[src/rtl/des_round_sequencer_if.sv]
// Handshake and datapath-control bundle between the DES round sequencer and its environment.
// The master modport is the sequencer side; the slave modport is the requester/datapath side.
interface des_round_sequencer_if #(
    parameter int unsigned CNT_W = 16
);
    logic             in_valid;
    logic             in_ready;
    logic             in_decrypt;
    logic             abort;
    logic             dp_load;
    logic             dp_round_en;
    logic [3:0]       round_idx;
    logic [1:0]       shift_amt;
    logic             shift_right;
    logic             dp_final;
    logic             out_valid;
    logic             out_ready;
    logic             busy;
    logic [CNT_W-1:0] blk_count;

    modport master (
        input  in_valid, in_decrypt, abort, out_ready,
        output in_ready, dp_load, dp_round_en, round_idx, shift_amt, shift_right,
               dp_final, out_valid, busy, blk_count
    );

    modport slave (
        output in_valid, in_decrypt, abort, out_ready,
        input  in_ready, dp_load, dp_round_en, round_idx, shift_amt, shift_right,
               dp_final, out_valid, busy, blk_count
    );
endinterface

[src/rtl/des_round_sequencer.sv]
// Control FSM for an iterative one-round-per-clock DES datapath: load, 16 rounds, final, hold.
// All outputs are registered, decoded from the next state so they line up with the state itself.
module des_round_sequencer #(
    parameter int unsigned CNT_W = 16
) (
    input logic                  clk,
    input logic                  rst_n,
    des_round_sequencer_if.master bus
);
    localparam int unsigned RND_W = 4;
    localparam int unsigned AMT_W = 2;
    localparam logic [RND_W-1:0] LAST_ROUND = RND_W'(15);

    typedef enum logic [2:0] {
        IDLE  = 3'd0,
        LOAD  = 3'd1,
        ROUND = 3'd2,
        FINAL = 3'd3,
        HOLD  = 3'd4
    } seqState_t;

    seqState_t        state;
    seqState_t        nextState;
    logic             modeQ;
    logic             modeD;
    logic [RND_W-1:0] roundQ;
    logic [RND_W-1:0] roundD;
    logic [CNT_W-1:0] blkCountQ;
    logic [CNT_W-1:0] blkCountD;
    logic [AMT_W-1:0] shiftAmtQ;
    logic [AMT_W-1:0] shiftAmtD;
    logic             shiftRightQ;
    logic             shiftRightD;
    logic             inReadyQ;
    logic             dpLoadQ;
    logic             dpRoundEnQ;
    logic             dpFinalQ;
    logic             outValidQ;
    logic             busyQ;

    // Key-schedule rotate amount; decryption skips the rotate on the first round.
    function automatic logic [AMT_W-1:0] shiftFor(input logic [RND_W-1:0] idx, input logic dec);
        logic single;
        single = (idx == RND_W'(0)) || (idx == RND_W'(1)) || (idx == RND_W'(8)) || (idx == RND_W'(15));
        if (dec && (idx == RND_W'(0))) begin
            return AMT_W'(0);
        end else if (single) begin
            return AMT_W'(1);
        end
        return AMT_W'(2);
    endfunction

    // Next-state, mode latch, round counter and completion counter.
    always_comb begin
        nextState = state;
        modeD     = modeQ;
        roundD    = RND_W'(0);
        blkCountD = blkCountQ;
        unique case (state)
            IDLE: begin
                if (!bus.abort && bus.in_valid) begin
                    nextState = LOAD;
                    modeD     = bus.in_decrypt;
                end
            end
            LOAD: begin
                nextState = bus.abort ? IDLE : ROUND;
            end
            ROUND: begin
                if (bus.abort) begin
                    nextState = IDLE;
                end else if (roundQ == LAST_ROUND) begin
                    nextState = FINAL;
                end else begin
                    roundD = roundQ + RND_W'(1);
                end
            end
            FINAL: begin
                nextState = bus.abort ? IDLE : HOLD;
            end
            HOLD: begin
                if (bus.out_ready) begin
                    nextState = IDLE;
                    if (blkCountQ != {CNT_W{1'b1}}) begin
                        blkCountD = blkCountQ + CNT_W'(1);
                    end
                end
            end
            default: begin
                nextState = IDLE;
            end
        endcase
    end

    // Shift schedule is only meaningful while a round executes.
    always_comb begin
        shiftAmtD   = AMT_W'(0);
        shiftRightD = 1'b0;
        if (nextState == ROUND) begin
            shiftAmtD   = shiftFor(roundD, modeD);
            shiftRightD = modeD;
        end
    end

    always_ff @(posedge clk or negedge rst_n) begin
        if (!rst_n) begin
            state       <= IDLE;
            modeQ       <= 1'b0;
            roundQ      <= RND_W'(0);
            blkCountQ   <= CNT_W'(0);
            shiftAmtQ   <= AMT_W'(0);
            shiftRightQ <= 1'b0;
            inReadyQ    <= 1'b1;
            dpLoadQ     <= 1'b0;
            dpRoundEnQ  <= 1'b0;
            dpFinalQ    <= 1'b0;
            outValidQ   <= 1'b0;
            busyQ       <= 1'b0;
        end else begin
            state       <= nextState;
            modeQ       <= modeD;
            roundQ      <= roundD;
            blkCountQ   <= blkCountD;
            shiftAmtQ   <= shiftAmtD;
            shiftRightQ <= shiftRightD;
            inReadyQ    <= (nextState == IDLE);
            dpLoadQ     <= (nextState == LOAD);
            dpRoundEnQ  <= (nextState == ROUND);
            dpFinalQ    <= (nextState == FINAL);
            outValidQ   <= (nextState == HOLD);
            busyQ       <= (nextState != IDLE);
        end
    end

    assign bus.in_ready    = inReadyQ;
    assign bus.dp_load     = dpLoadQ;
    assign bus.dp_round_en = dpRoundEnQ;
    assign bus.round_idx   = roundQ;
    assign bus.shift_amt   = shiftAmtQ;
    assign bus.shift_right = shiftRightQ;
    assign bus.dp_final    = dpFinalQ;
    assign bus.out_valid   = outValidQ;
    assign bus.busy        = busyQ;
    assign bus.blk_count   = blkCountQ;

endmodule

[src/flat_wrapper.sv]
// flat-port wrapper written by rule: the top's interface ports become plain ports
module des_round_sequencer_flat 
#(
    parameter int unsigned CNT_W = 16
)
  (clk, rst_n, bus_in_valid, bus_in_decrypt, bus_abort, bus_out_ready, bus_in_ready, bus_dp_load, bus_dp_round_en, bus_round_idx, bus_shift_amt, bus_shift_right, bus_dp_final, bus_out_valid, bus_busy, bus_blk_count);
  des_round_sequencer_if #(.CNT_W(CNT_W)) bus_i ();
  input logic clk;
  input logic rst_n;
  input wire logic [$bits(bus_i.in_valid)-1:0] bus_in_valid;
  input wire logic [$bits(bus_i.in_decrypt)-1:0] bus_in_decrypt;
  input wire logic [$bits(bus_i.abort)-1:0] bus_abort;
  input wire logic [$bits(bus_i.out_ready)-1:0] bus_out_ready;
  output wire logic [$bits(bus_i.in_ready)-1:0] bus_in_ready;
  output wire logic [$bits(bus_i.dp_load)-1:0] bus_dp_load;
  output wire logic [$bits(bus_i.dp_round_en)-1:0] bus_dp_round_en;
  output wire logic [$bits(bus_i.round_idx)-1:0] bus_round_idx;
  output wire logic [$bits(bus_i.shift_amt)-1:0] bus_shift_amt;
  output wire logic [$bits(bus_i.shift_right)-1:0] bus_shift_right;
  output wire logic [$bits(bus_i.dp_final)-1:0] bus_dp_final;
  output wire logic [$bits(bus_i.out_valid)-1:0] bus_out_valid;
  output wire logic [$bits(bus_i.busy)-1:0] bus_busy;
  output wire logic [$bits(bus_i.blk_count)-1:0] bus_blk_count;
  assign bus_i.in_valid = bus_in_valid;
  assign bus_i.in_decrypt = bus_in_decrypt;
  assign bus_i.abort = bus_abort;
  assign bus_i.out_ready = bus_out_ready;
  assign bus_in_ready = bus_i.in_ready;
  assign bus_dp_load = bus_i.dp_load;
  assign bus_dp_round_en = bus_i.dp_round_en;
  assign bus_round_idx = bus_i.round_idx;
  assign bus_shift_amt = bus_i.shift_amt;
  assign bus_shift_right = bus_i.shift_right;
  assign bus_dp_final = bus_i.dp_final;
  assign bus_out_valid = bus_i.out_valid;
  assign bus_busy = bus_i.busy;
  assign bus_blk_count = bus_i.blk_count;
  des_round_sequencer #(.CNT_W(CNT_W)) u_core (.clk(clk), .rst_n(rst_n), .bus(bus_i));
endmodule
[config.mk]
export PLATFORM = sky130hd
export DESIGN_NAME = des_round_sequencer_flat
export DESIGN_NICKNAME = d
export VERILOG_FILES = /design/src/rtl/des_round_sequencer_if.sv /design/src/rtl/des_round_sequencer.sv /design/src/flat_wrapper.sv
export SDC_FILE = /design/constraint.sdc
export NUM_CORES = 1
export LEC_CHECK = 0
export BUFFER_PORTS_ARGS = -buffer_cell sky130_fd_sc_hd__buf_2
export CAP_MARGIN = 10
export CORE_MARGIN = 3
export CORE_UTILIZATION = 52
export DETAILED_ROUTE_END_ITERATION = 12
export GPL_ROUTABILITY_DRIVEN = 0
export PLACE_DENSITY = 0.78
export SYNTH_ARGS = -nofsm -noshare
export SYNTH_HDL_FRONTEND = slang
export SYNTH_SLANG_ARGS = --single-unit
[constraint.sdc]
create_clock -name clk -period 2.1 [get_ports clk]
set_clock_uncertainty 0.05 [all_clocks]
set_input_delay 0.42 -clock clk [delete_from_list [all_inputs] [get_ports clk]]
set_output_delay 0.42 -clock clk [all_outputs]
set_load 0.01 [all_outputs]
==> results of run 1 <==
==> cell families after synthesis <==
group	after synthesis
AO/OA/AOI/OAI	24
AND/OR/NAND/NOR	51
multiplexers	4
buffers and inverters	10
flip-flops	33
adder cells (fa/ha/maj)	2
XOR/XNOR	13
==> area by class of cell <==
class | instances | share of cell area
sequential | 33 | 0.464
multi-input combinational | 94 | 0.359
timing repair buffer | 35 | 0.0996
clock buffer | 7 | 0.0365
tap | 30 | 0.0211
inverter | 8 | 0.0168
clock inverter | 1 | 0.00281
==> routing by layer <==
metal	track usage	part of all wire	routed length, µm	vias to the layer above
met3	0.0605	0.056	169	6
li1	-	-	-	569
met1	0.252	0.44	1330	565
met4	0.0823	0.014	42	0
met5	0	0	0	-
met2	0.304	0.49	1460	34
==> synth_stat cells (2+ instances only) <==
cell | number | share of area
sky130_fd_sc_hd__nor3_2 | 2 | 0.013
sky130_fd_sc_hd__dfrtp_1 | 32 | 0.53
sky130_fd_sc_hd__mux2_2 | 3 | 0.022
sky130_fd_sc_hd__nor2b_1 | 3 | 0.012
sky130_fd_sc_hd__nand3_1 | 9 | 0.030
sky130_fd_sc_hd__o21ai_0 | 8 | 0.027
sky130_fd_sc_hd__and2_1 | 3 | 0.012
sky130_fd_sc_hd__a21oi_1 | 2 | 0.0066
sky130_fd_sc_hd__nand4_1 | 4 | 0.017
sky130_fd_sc_hd__xnor2_1 | 13 | 0.076
sky130_fd_sc_hd__ha_1 | 2 | 0.017
sky130_fd_sc_hd__nand2_1 | 5 | 0.012
sky130_fd_sc_hd__inv_1 | 8 | 0.020
sky130_fd_sc_hd__o211ai_1 | 3 | 0.015
sky130_fd_sc_hd__a31oi_1 | 2 | 0.0083
sky130_fd_sc_hd__and4_1 | 2 | 0.012
sky130_fd_sc_hd__nor2_1 | 11 | 0.027
sky130_fd_sc_hd__o311a_1 | 2 | 0.013
sky130_fd_sc_hd__and3_1 | 6 | 0.025
==> critical path: cells and delay by family, from the launching register on <==
family          cells  cell delay [ns]
flops               1             0.43
mux                 1             0.36
compound gates      1             0.32
simple gates        2             0.51
==> power groups by stage <==
stage,Clock [W],Sequential [W],Combinational [W]
3_3_place_gp,0,0.000720,0.000142
5_1_grt,0.000444,0.000716,0.000160
4_1_cts,0.000418,0.000708,0.000147
6_report,0.000407,0.000708,0.000143
2_1_floorplan,0,0.000733,0.0000664
3_5_place_dp,0,0.000720,0.000147
==> cells in the final DEF, fill, tap and decap left out, drive strengths merged <==
master	n
o21ai	9
buf	35
nand3	9
a31oi	2
o2111ai	1
nor2b	3
o211ai	3
nor3	3
clkbuf	7
inv	8
ha	2
nand4bb	1
xnor2	13
and2	3
dfstp	1
mux2	3
a21oi	2
and4	2
a21o	1
o311a	2
and3	6
clkinv	1
a311oi	1
or2	1
or4b	1
o32a	1
nand2	5
dfrtp	32
nor2	11
nand2b	1
a22o	1
nor3b	1
a41oi	1
nand4	4
mux2i	1
==> worst paths after layout <==
path                                          from                 endpoint  slack [ns]  cells past startpoint
max reg2reg                u_core.bus.blk_count[6]  u_core.bus.blk_count[1]        0.31                      4
min reg2reg                u_core.bus.blk_count[8]  u_core.bus.blk_count[8]        0.45                      1
min in group clk                    bus_in_decrypt             u_core.modeQ        0.31                      3
max in group asynchronous                    rst_n  u_core.bus.shift_amt[0]        1.47                      1
min                                          rst_n  u_core.bus.blk_count[5]        0.07                      1
max                        u_core.bus.blk_count[6]  u_core.bus.blk_count[1]        0.31                      4
==> through the flow <==
stage	area, µm²	total power (W)	worst slack, ns	utilization
2_1_floorplan	1510	0.000799	0.420	-
5_1_grt	1780	0.00132	0.176	0.682
6_report	1780	0.00126	0.314	0.682
4_1_cts	1780	0.00127	0.311	0.682
3_3_place_gp	1710	0.000862	0.380	0.656
3_5_place_dp	1710	0.000867	0.342	0.656
==> state kept, by name, indices dropped and copies added, names as in the netlist, 2 cells and up <==
name / cells
u_core.bus.blk_count: 16
u_core.bus.round_idx: 4
u_core.bus.shift_amt: 2
u_core.state: 3
==> results.cfg, run 1 <==
[power_and_ir_drop]
comb_power_share = 0.114
net-switching-power_w = 0.000329
clkPwrFrac = 0.323
cellInternalPower_w = 0.000928
p_sw_frac = 0.262
seqPwrFrac = 0.563
p_leak_nw = 0.920
power_density_mw_per_mm2 = 705
vdd_ir_drop_max_mv = 0.668

[cts]
clk_pin_slew_worst_paths_ns = 0.11
clk_latency_worst_skew_pair_ns = 0.34
cts-htree-levels = 2
cts_repair_resize_count = 0
hold_buffers = 0
cts-root-buf = sky130_fd_sc_hd__clkbuf_4
ctsLongestPathBuffers = 2
cts_setup_buffers = 0
number_of_buffers_created_by_cts = 5
tritoncts = built
clock-sinks = 33

[detailed_routing]
route.detailed.vias_per_inst = 5.64
detailedRoute.firstPassIterationCount = 4
drtAntennaViolNets = 0
drt_drc_violations_left = 0
via_count = 1174
totalWireLength_um = 3000
wire_per_inst_um = 14.4
dr.first_iter.drc_count = 57

[place]
numPlacedInstances = 200
port_buffers = 34
detailed_place_hpwl_um = 2230

[global_route]
grt_pass1_vias = 1196
wire_length_of_the_first_global_routing_pass_um = 5180
initial_antenna_violation_count = 0
largest_net_degree_at_the_start_of_global_routing = 34
grt.overflow.total = 0
globalRouteTotalUtil = 0.196

[setup_path]
critPathRequiredTime_ns = 2.27
max_stage_delay_ns = 0.43
cpMaxStageDelayCell = sky130_fd_sc_hd__dfrtp_1
worst_setup_path_end_kind = flop
criticalPathCategory = flop to flop
timing.critical_path.arrival_ns = 1.96
crit_path_max_fanout = 9
startpoint_type_of_the_worst_setup_path = flop
critical_path.cell_chain = and3_1, nand3_1, o21ai_1, mux2_2

[run]
max_cap_viol_count = 0

[finish]
fin_cells = 208
multi_input_area_um2 = 641
antenna_cells_inserted = 0
fraction_of_layout_instances_using_a_drive_strength_above_1 = 0.287
final_nets = 185
fillers = 210
register_area_um2 = 827
area_growth_pct = 18.4

[die]
die_h_um = 59.8
die-width_um = 59.8
cell_row_count = 18
floorplan.core_area_mm2 = 0.00261
die_area_mm2 = 0.00358
floorplan.io_pins = 35
start_util = 0.577

[sta]
report.final.setup_viol = 0
final_min_period_over_clock_period = 0.850
hold_vio_cnt_final = 0
tightest_slew_ns = 0.706
final_max_slew_viol_count = 0
timing.fmax_ghz = 0.560
max_slew_headroom_at_the_worst_pin = 0.530
period_minus_slack_ns = 1.79
rsz_0062_raised_after_global_routing = no
holdWs_ns = 0.0682
final_setup_tns_ns = 0

[logic_synthesis]
syn_area_per_cell_um2 = 11.0
synth_enable_flop_cells = 0
ys_ff_latch = 33
synth_warnings = 0
synth-main-ff-cell = sky130_fd_sc_hd__dfrtp_1
synth_xor_area_frac = 0.0756
yosys.area_share.adder = 0.0166
post_synth_num_cell_types = 36
synth_compound_area_frac = 0.112
synth_cells = 137
syn-num-nets = 145
synth_area_mm2 = 0.00151
synth_top_family_by_area = simple AND/OR/NAND/NOR gates
yosys-mux-area-fraction = 0.0291
synth_simple_gate_area_frac = 0.192
synth_async_sr_flop_share = 1.00
synth.yosys.seq_area_share = 0.549

[min_path]
hp-class = input pin to asynchronous set/reset pin

[run_status]
outcome = finished, final reports clean
No activity file was read; power rests on OpenSTA's default activity.
==> inputs of run 2 (changes only) <==
CORE_ASPECT_RATIO = 0.7   (was unset)
==> run 2 against run 1 <==
  * Combinational power about the same
  * Largest power group unchanged
  * Wire length up 8.9%
  * Total power up 16%
  * Sequential power up 1%
  * Non-clock buffer count up 1
  * Register-to-register slack better by 0.03 ns
==> results.cfg, run 2 (synthesized netlist as in run 1, its figures left out) <==
[run_status]
outcome = finished, final reports clean

[cts]
hold_buffers = 0
clk_latency_worst_skew_pair_ns = 0.28
cts_setup_buffers = 0
cts-root-buf = sky130_fd_sc_hd__clkbuf_8
number_of_buffers_created_by_cts = 5
cts-htree-levels = 2
tritoncts = built
ctsLongestPathBuffers = 2
clk_pin_slew_worst_paths_ns = 0.07
clock-sinks = 33
cts_repair_resize_count = 0

[global_route]
globalRouteTotalUtil = 0.201
grt_pass1_vias = 1153
grt.overflow.total = 0
initial_antenna_violation_count = 0
largest_net_degree_at_the_start_of_global_routing = 34
wire_length_of_the_first_global_routing_pass_um = 5560

[setup_path]
worst_setup_path_end_kind = flop
reg2reg_slack_ns = 0.34
critPathRequiredTime_ns = 2.21
cp-startpoint = u_core.state[0]
criticalPathCategory = flop to flop
crit_path_max_fanout = 6
timing.critical_path.arrival_ns = 1.87
reg2reg_from = u_core.state[0]
timing.reg2reg.worst_path_depth = 4
startpoint_type_of_the_worst_setup_path = flop
capture_instance_of_the_worst_register_to_register_path = u_core.bus.blk_count[15]

[place]
port_buffers = 34
detailed_place_hpwl_um = 2390
placed_cell_area_mm2 = 0.00173

[power_and_ir_drop]
power_density_mw_per_mm2 = 794
vdd_ir_drop_max_mv = 0.575
total_power_w = 0.00146
p_leak_nw = 0.941

[die]
die_h_um = 51.0
start_util = 0.577
floorplan.core_area_mm2 = 0.00261
die-width_um = 70.3
floorplan.io_pins = 35
die_area_mm2 = 0.00359
cell_row_count = 15

[finish]
area_growth_pct = 22.3
design_area_mm2 = 0.00184
antenna_cells_inserted = 0
largest_register_ffs = 16
mostFrequentLayoutCells = 34 x sky130_fd_sc_hd__buf_2, 32 x sky130_fd_sc_hd__dfrtp_1, 13 x sky130_fd_sc_hd__xnor2_1, 11 x sky130_fd_sc_hd__nor2_1, 9 x sky130_fd_sc_hd__nand3_1
fraction_of_layout_instances_using_a_drive_strength_above_1 = 0.285
final_nets = 186
utilization = 0.706
most_frequent_standard_cell_in_the_layout_excluding_fill_and_tap_cells = sky130_fd_sc_hd__buf_2

[sta]
final_setup_tns_ns = 0
period_minus_slack_ns = 1.76
max_slew_headroom_at_the_worst_pin = 0.531
final_max_slew_viol_count = 0
final_min_period_over_clock_period = 0.836
rsz_0062_raised_after_global_routing = no
tightest_slew_ns = 0.704
timing.fmax_ghz = 0.569
report.final.setup_viol = 0
hold_vio_cnt_final = 0

[detailed_routing]
totalWireLength_um = 3270
dr.first_iter.drc_count = 138
drt_drc_violations_left = 0
drtAntennaViolNets = 0
via_count = 1235
wire_per_inst_um = 15.3
route.detailed.vias_per_inst = 5.80
detailedRoute.firstPassIterationCount = 4

[min_path]
hp-class = input pin to asynchronous set/reset pin

[run]
max_cap_viol_count = 0
-- run 2: how the worst max path moves through the flow --
stage                                     endpoint  slack, ns  cells past startpoint
final                     u_core.bus.blk_count[15]       0.34                      4
after global routing       u_core.bus.shift_amt[0]       0.20                      6
after CTS                  u_core.bus.shift_amt[0]       0.36                      6
after detailed placement   u_core.bus.shift_amt[0]       0.36                      6
after global placement         u_core.bus.in_ready       0.38                      5
after floorplan            u_core.bus.blk_count[1]       0.42                      4
-- run 2: worst max-delay path: stages, from the launching register on --
cell                        delay (ns)
sky130_fd_sc_hd__dfrtp_1          0.43
sky130_fd_sc_hd__nand4bb_1        0.35
sky130_fd_sc_hd__nor3_2           0.40
sky130_fd_sc_hd__nand3_1          0.13
sky130_fd_sc_hd__mux2_2           0.29
-- run 2: final cells by class --
class,count,area [µm²]
timing repair buffer,36,185
clock buffer,7,86.3
fill,200,767
tap,34,42.5
inverter,8,30.0
sequential,33,827
clock inverter,1,30.0
multi-input combinational,94,641
-- run 2: power by group --
group          total, W  switching [W]  internal, W
sequential     0.000715      0.0000399     0.000675
combinational  0.000143      0.0000830    0.0000598
clock          0.000605       0.000218     0.000387
-- run 2: layer usage --
| metal | vias to the layer above | share of wire | GRT usage | wire length [µm] |
|---|---|---|---|---|
| li1 | 572 | - | - | - |
| met1 | 581 | 0.46 | 0.275 | 1500 |
| met2 | 76 | 0.43 | 0.295 | 1420 |
| met3 | 6 | 0.097 | 0.0668 | 318 |
| met4 | 0 | 0.0092 | 0.0828 | 30 |
| met5 | - | 0 | 0 | 0 |
-- run 2: metrics by stage --
step / instances / hold WS [ns] / setup slack [ns]
4_1_cts: 213 / 0.162 / 0.357
6_report: 213 / 0.139 / 0.344
2_1_floorplan: 137 / 0.0744 / 0.420
3_3_place_gp: 205 / 0.426 / 0.377
5_1_grt: 213 / 0.188 / 0.205
3_5_place_dp: 205 / 0.428 / 0.358
==> inputs of run 3 (changes only) <==
clock period = 1.8 ns   (was 2.1 ns; I/O delays follow)
==> run 3 against run 2 <==
  * Worst hold slack got worse by 0.066 ns
  * Non-clock buffer count rose by 5
  * Wire length rose by 6.9%
  * Sequential cell count did not move
  * Core utilization rose by 1.8 points
  * Maximum frequency rose by 2.4%
  * Register-to-register slack got worse by 0.26 ns
  * Largest cell class unchanged
  * Design area rose by 2.5%
  * Critical path depth did not move
  * Critical path type unchanged
==> results.cfg, run 3 (synthesized netlist as in run 1, its figures left out) <==
[run_status]
outcome = finished, final reports clean

[setup_path]
critical_path.cell_chain = nand4bb_2, nor3_4, nand3_1, mux2_2
cpMaxStageDelayCell = sky130_fd_sc_hd__dfrtp_1
crit_path_max_fanout = 6
capture_instance_of_the_worst_register_to_register_path = u_core.bus.blk_count[15]
worst_setup_path_end_kind = flop
timing.critical_path.arrival_ns = 1.83
startpoint_type_of_the_worst_setup_path = flop
max_stage_delay_ns = 0.43
criticalPathCategory = flop to flop
reg2reg_from = u_core.state[0]
critPathRequiredTime_ns = 1.91
cp_top_family = simple AND/OR/NAND/NOR gates
timing.reg2reg.worst_path_depth = 4
critical_path.n_buffers_inverters = 0
reg2reg_slack_ns = 0.08

[sta]
tightest_slew_ns = 0.697
timing.fmax_ghz = 0.583
report.final.setup_viol = 0
hold_vio_cnt_final = 0
max_slew_headroom_at_the_worst_pin = 0.536
final_min_period_over_clock_period = 0.953
final_setup_tns_ns = 0
period_minus_slack_ns = 1.72
rsz_0062_raised_after_global_routing = yes
final_max_slew_viol_count = 0

[global_route]
largest_net_degree_at_the_start_of_global_routing = 34
grt_pass1_vias = 1220
grt-busiest-layer = met2
grt.met3_usage = 0.0747
grt.overflow.total = 0
wire_length_of_the_first_global_routing_pass_um = 5890
use_met1 = 0.292
globalRouteTotalUtil = 0.218
use_met2 = 0.320
initial_antenna_violation_count = 0

[finish]
largest_register_ffs = 16
mostFrequentLayoutCells = 34 x sky130_fd_sc_hd__buf_2, 32 x sky130_fd_sc_hd__dfrtp_1, 13 x sky130_fd_sc_hd__xnor2_1, 11 x sky130_fd_sc_hd__nor2_1, 9 x sky130_fd_sc_hd__nand3_1
final_nets = 191
utilization = 0.724
fillers = 191
area_growth_pct = 25.3
design_area_mm2 = 0.00189
fraction_of_layout_instances_using_a_drive_strength_above_1 = 0.326
antenna_cells_inserted = 0
multi_input_area_um2 = 664
register_area_um2 = 827
most_frequent_standard_cell_in_the_layout_excluding_fill_and_tap_cells = sky130_fd_sc_hd__buf_2

[power_and_ir_drop]
p_leak_nw = 0.991
total_power_w = 0.00165
power_density_mw_per_mm2 = 875
vdd_ir_drop_max_mv = 0.725

[place]
port_buffers = 34
placed_cell_area_mm2 = 0.00176
detailed_place_hpwl_um = 2550

[die]
die_area_mm2 = 0.00359
die-width_um = 70.3
cell_row_count = 15
die_h_um = 51.0
floorplan.io_pins = 35
start_util = 0.577
floorplan.core_area_mm2 = 0.00261

[detailed_routing]
dr.first_iter.drc_count = 49
drt_drc_violations_left = 0
drtAntennaViolNets = 0
via_count = 1259
detailedRoute.firstPassIterationCount = 4
totalWireLength_um = 3500
route.detailed.vias_per_inst = 5.78
wire_per_inst_um = 16.0

[cts]
cts-root-buf = sky130_fd_sc_hd__clkbuf_8
tritoncts = built
clk_latency_worst_skew_pair_ns = 0.28
number_of_buffers_created_by_cts = 5
clock-sinks = 33
clk_pin_slew_worst_paths_ns = 0.07
ctsLongestPathBuffers = 2
cts-htree-levels = 2

[min_path]
hp-class = input pin to asynchronous set/reset pin

[run]
max_cap_viol_count = 0
[run 3: final cells by class]
class                           count  share of cell area
Sequential cell                    33               0.438
Multi-Input combinational cell     94               0.352
Timing Repair Buffer               41               0.118
Clock buffer                        7              0.0510
Tap cell                           34              0.0225
Inverter                            8              0.0159
Clock inverter                      1             0.00265
[run 3: worst max path at each step]
stage / depth (start not counted) / slack [ns] / endpoint / startpoint
floorplan: 4 / 0.12 / u_core.bus.blk_count[1] / u_core.bus.blk_count[11]
global placement: 4 / 0.10 / u_core.bus.blk_count[15] / u_core.state[0]
detailed placement: 4 / 0.08 / u_core.bus.blk_count[15] / u_core.state[0]
CTS: 4 / 0.07 / u_core.bus.blk_count[15] / u_core.state[0]
global route: 4 / -0.003 / u_core.bus.blk_count[15] / u_core.state[0]
finish: 4 / 0.08 / u_core.bus.blk_count[15] / u_core.state[0]
[run 3: per-stage QoR]
stage / std cells / hold WS [ns] / setup slack [ns]
after floorplan: 137 / 0.0144 / 0.120
after global placement: 209 / 0.383 / 0.105
after detailed placement: 209 / 0.398 / 0.0849
after CTS: 217 / 0.0885 / 0.0662
after global routing: 218 / 0.116 / -0.00251
final: 218 / 0.0723 / 0.0847
[run 3: what timing repair did]
action	4_1_cts	5_1_grt
buffers inserted	0	1
endpoints found under the setup margin	0	5
hold buffers	0	0
resized for setup	0	5
[run 3: metal layers]
| layer | part of all wire | routed length, µm | vias to the layer above |
|---|---|---|---|
| li1 | - | - | 583 |
| met1 | 0.45 | 1590 | 611 |
| met2 | 0.45 | 1570 | 55 |
| met3 | 0.075 | 261 | 10 |
| met4 | 0.021 | 75 | 0 |
| met5 | 0 | 0 | - |
[run 3: worst reg2reg max path: cells and delay by family, from the launching register on]
kind,cells,cell delay [ns]
DFF,1,0.43
and+or+nand+nor,3,0.85
muxes,1,0.28
[run 3: where the power goes]
part | switching (W) | leakage [nW] | internal, W
clock network | 0.000260 | 0.0542 | 0.000345
logic | 0.000133 | 0.489 | 0.000101
registers | 0.0000256 | 0.448 | 0.000788
